==> src/rtl/mem_reg_sb.sv <==
// mem_reg_sb: register file with a per-register pending-write scoreboard.
// Two combinational read ports with same-cycle writeback bypass, one write
// port, and a reservation port that counts in-flight writes per register.
// Register 0 is hardwired to zero and is never reserved or reported busy.
module mem_reg_sb #(
   parameter int WORD_LEN     = 16,
   parameter int REG_ADDR_LEN = 3,
   parameter int CNT_LEN      = 2
) (
   input  logic                    clk,
   input  logic                    rst,
   input  logic [REG_ADDR_LEN-1:0] src1,
   input  logic [REG_ADDR_LEN-1:0] src2,
   output logic [WORD_LEN-1:0]     out1,
   output logic [WORD_LEN-1:0]     out2,
   input  logic [REG_ADDR_LEN-1:0] tgt,
   input  logic [WORD_LEN-1:0]     in,
   input  logic                    writeEn,
   input  logic                    rsv_en,
   input  logic [REG_ADDR_LEN-1:0] rsv_tgt,
   output logic                    busy1,
   output logic                    busy2,
   output logic                    rsv_full
);

   localparam int NREG = 2 ** REG_ADDR_LEN;
   localparam logic [CNT_LEN-1:0] CMAX = {CNT_LEN{1'b1}};
   localparam logic [REG_ADDR_LEN-1:0] R0 = '0;

   logic [WORD_LEN-1:0] mem_reg [NREG];
   logic [CNT_LEN-1:0]  cnt_reg [NREG];

   logic wr_hit;      // writeback to a real register
   logic retire;      // writeback also retires one reservation
   logic rsv_ok;      // reservation accepted this cycle
   logic same_reg;    // accepted reservation and retirement cancel out
   logic [CNT_LEN-1:0] eff1, eff2;

   // Decode write/reserve strobes; register 0 never participates.
   always_comb begin
      wr_hit   = writeEn && (tgt != R0);
      retire   = wr_hit && (cnt_reg[tgt] != '0);
      rsv_full = (rsv_tgt != R0) && (cnt_reg[rsv_tgt] == CMAX);
      rsv_ok   = rsv_en && (rsv_tgt != R0) && !rsv_full;
      same_reg = rsv_ok && retire && (rsv_tgt == tgt);
   end

   // Read ports: zero for R0, bypass from the writeback bus, else storage.
   always_comb begin
      if (src1 == R0)
         out1 = '0;
      else if (wr_hit && (tgt == src1))
         out1 = in;
      else
         out1 = mem_reg[src1];

      if (src2 == R0)
         out2 = '0;
      else if (wr_hit && (tgt == src2))
         out2 = in;
      else
         out2 = mem_reg[src2];
   end

   // Busy reflects the count after a same-cycle retirement on that register.
   always_comb begin
      eff1 = cnt_reg[src1];
      if (retire && (tgt == src1))
         eff1 = cnt_reg[src1] - CNT_LEN'(1);
      eff2 = cnt_reg[src2];
      if (retire && (tgt == src2))
         eff2 = cnt_reg[src2] - CNT_LEN'(1);
      busy1 = (src1 != R0) && (eff1 != '0);
      busy2 = (src2 != R0) && (eff2 != '0);
   end

   // State update: reset clears everything, otherwise write data and
   // adjust the pending counters (saturating via rsv_ok / retire guards).
   always_ff @(posedge clk) begin
      if (rst) begin
         for (int i = 0; i < NREG; i++) begin
            mem_reg[i] <= '0;
            cnt_reg[i] <= '0;
         end
      end else begin
         if (wr_hit)
            mem_reg[tgt] <= in;
         if (!same_reg) begin
            if (rsv_ok)
               cnt_reg[rsv_tgt] <= cnt_reg[rsv_tgt] + CNT_LEN'(1);
            if (retire)
               cnt_reg[tgt] <= cnt_reg[tgt] - CNT_LEN'(1);
         end
      end
   end

endmodule
==> config.mk <==
export PLATFORM = sky130hd
export DESIGN_NAME = mem_reg_sb
export DESIGN_NICKNAME = d
export VERILOG_FILES = /design/src/rtl/mem_reg_sb.sv
export SDC_FILE = /design/constraint.sdc
export NUM_CORES = 1
export LEC_CHECK = 0
export CAP_MARGIN = 40
export CORE_MARGIN = 1
export CORE_UTILIZATION = 45
export DETAILED_ROUTE_END_ITERATION = 8
export RECOVER_POWER = 25
export SETUP_SLACK_MARGIN = 0.02
export SYNTH_ARGS = -nofsm -noshare
export SYNTH_HDL_FRONTEND = slang
export SYNTH_SLANG_ARGS = --single-unit
export TNS_END_PERCENT = 10
==> constraint.sdc <==
create_clock -name clk -period 14.15 [get_ports clk]
set_input_delay 4.245 -clock clk [delete_from_list [all_inputs] [get_ports clk]]
set_output_delay 4.245 -clock clk [all_outputs]
set_load 0.005 [all_outputs]
==> impl_results.md <==
- Final setup margin: 2.04 ns
- Die area: roughly 20000 µm²
- TritonCTS Buffers: 17
- Drt pass-1 iters: 6
- Req. time, crit path: 9.90 ns
- GRT Residual Overflow: 0
- Worst Setup SP: tgt[0]
- Initial antenna violation count: 0
- Fin Clk Skew: 0.00714 ns
- Simple-gate share of the synthesized area: 13.0%
- Global-route wire length before repair: 36300 µm
- Fraction of registers with async set/reset: 0%
- Syn avg cell area: 14.1 µm²
- Count of final max-slew check failures: 23
- CP dominant cell by count: clkdlybuf4s50_1
- VDD IR max: 0.0917 mV
- CTS clock-pin slew for the worst setup and hold paths: 0.06 ns
- Wl on met1: ~10000 µm
- Fillcell total: 1605
- LEAKAGE: 3.53 nW
- Area Growth Syn to Fin: 17.1%
- Core Region: 18900 µm²
- Max Freq: around 83 MHz
- Final Hold Fails: 0
- Top Ports: 67
- Share of cells above drive strength 1: between 20% and 30%
- CTS max path bufs: 2
- Die outline width: 141 µm
- Mux cell area share after synthesis: 23.6%
- Initial core utilization: 46.3%
- Initial DRC count: 489
- CTS Sinks: about 140
- # rows: 50
- Post-synthesis compound-gate area fraction: 8.99%
- Area leader, netlist: edfxtp_1
- Outcome: complete, but fails checks
- Vias: 5822
- Hold path endpoint: cnt_reg[6][0]
- Vias in the first global route: 6078
- # diodes: 0
- Root Driver: clkbuf_16
- Crit path time final: 12.11 ns
- Final setup violating endpoints: 0
- Crit end category: output port
- Final instance area: ~10000 µm²
- Reg2reg start: cnt_reg[4][0]
- Nets: 729
- Largest family of logic cells by synthesized area: multiplexers
- Final hold slack: 0.860 ns
- Crit-path cells: clkdlybuf4s50_1 > or3b_2 > a21boi_0 > a211o_1 > inv_1 > ha_1 > or2_2 > o41ai_1 > a31oi_1 > clkdlybuf4s50_1
- Post-synthesis xor/xnor area fraction: 0.901%
- Critical path class: input pin to output port
- Area share of the largest cell type after synthesis: 49.4%
- Final setup TNS: 0 ns
- Met2 routed WL: roughly 12000 µm
- Uppermost layer routed: met4
- Commonest non-fill, non-tap cell in the layout: edfxtp_1
- Worst rel slew slack: -27.6%
- Commonest non-fill, non-tap cells in the layout: edfxtp_1, and2_1, mux4_2
- I/O Buffers: 66
- Largest net degree at the start of global routing: 39
- FF-to-FF End: cnt_reg[6][0]
- Worst reg2reg setup slack: 10.97 ns
- Worst Max-Slew Pin Slew: 1.91 ns
- Cells resized by post-CTS repair: 0
- Critical-path maximum fanout: 18
- Number of synthesized register bits: 144
- WL met3: 1310 µm
- Vias/cell: between 6 and 7
- # Max-Cap Violations: 1
- Hold Path Class: flop to flop
- DP Area: between 9000 and 10000 µm²
- Synth Area in Adders: 0.286%
- Top FF cell, synth: edfxtp_1
- Total Wirelength: 23800 µm
- Worst slack at placement: 2.06 ns
- Post-synthesis instance area: slightly below 9000 µm²
- Buffer count from post-CTS setup fixing: 0
- Die Height: 141 µm
- Routed Antenna Nets: 0
- Netlist cell types: 52
- Cells after Synth: 620
- All-Layer GR Usage: 25.4%
- Data arrival, critical path: 7.87 ns
- Type of origin of the critical path: input pin
- Hold Path Origin: cnt_reg[4][0]
- Pwr per Cell Area: approximately 110 nW/µm²
- Largest cells by area after synthesis: edfxtp_1, mux4_2, and2_1
- Worst r2r path cells: 8
- Hold-fix buffers, CTS: 0
- Unrepaired setup endpoints after global routing: no
- Failing checks: capacitance limit, slew limit
- Hpwl dp: 15300 µm
- Critical-path top delay cell: clkdlybuf4s50_1
- Core Util, Final: a little over half
- Max FFs per register: 128
- Slowest cell delay on critical path: 0.79 ns
- H-tree depth: 4
- CTS tree: built
- GPL Wtd Cong: 0.870
- Seq/Total Area, Yosys: 49.4%
- Average wire per standard cell: 24.6 µm
- Hold Crit Depth: 2
- Clk_lat worst skew: 0.43 ns
- Post-synth EDFFs: 144
- Residual DRC: 0
- Crit share post-route: a little under nine tenths
- Synthesis warning total: 0
-- synth_stat cells (8+ instances only) --
master / number
nor2_1: 42
edfxtp_1: 144
and2_1: 112
o32ai_1: 8
a211oi_1: 13
mux4_2: 73
o21ai_0: 9
buf_2: 18
clkbuf_1: 19
buf_4: 11
a211oi_2: 20
mux2i_1: 36
o211ai_1: 15
-- logic make-up after synthesis --
family                     count (synthesis)
xor gates and xnor gates                   9
buffers and inverters                     61
muxes                                    114
and+or+nand+nor                          198
DFF                                      144
adders and majority gates                  2
other                                      1
AOI/OAI and AO/OA                         91
-- layout make-up --
| type | count | area (µm²) | share of cell area (%) |
|---|---|---|---|
| flip-flops and latches | 144 | 4320 | 42.2 |
| multi-input cells | 432 | 4170 | 40.7 |
| repair buffers | 94 | 867 | 8.47 |
| clock buffers | 18 | 429 | 4.19 |
| well taps | 260 | 325 | 3.18 |
| clock inverters | 13 | 97.6 | 0.953 |
| inverters | 6 | 22.5 | 0.220 |
-- critical path, delay by kind of cell --
kind            cells  cell delay (ns)
fa+ha+maj           1             0.22
simple gates        2             1.00
buf+inv             3             1.33
compound gates      4             1.07
-- how the worst max path moves through the flow --
| stage | endpoint | slack [ns] | cells after the start |
|---|---|---|---|
| after floorplan | busy1 | 3.52 | 10 |
| after global placement | busy2 | 2.15 | 10 |
| after detailed placement | busy2 | 2.06 | 10 |
| after CTS | busy2 | 2.06 | 10 |
| after global routing | busy1 | 1.81 | 10 |
| final | busy2 | 2.04 | 10 |
-- stage by stage --
| step | instances | power, mW |
|---|---|---|
| floorplan | 637 | 0.639 |
| global placement | 930 | 0.718 |
| detailed placement | 936 | 0.725 |
| CTS | 967 | 1.13 |
| global route | 967 | 1.16 |
| finish | 967 | 1.12 |
-- layer usage --
layer  up-vias  GRT usage (%)
met2       219           43.6
met4         0           8.49
met5         -              0
met3        34           4.52
met1      2976           32.6
li1       2593              -
-- power breakdown --
group          internal (mW)  switching (mW)
clock                  0.237           0.173
combinational          0.105          0.0974
sequential             0.498          0.0144
total                  0.840           0.285
No activity file was read; power rests on OpenSTA's default activity.
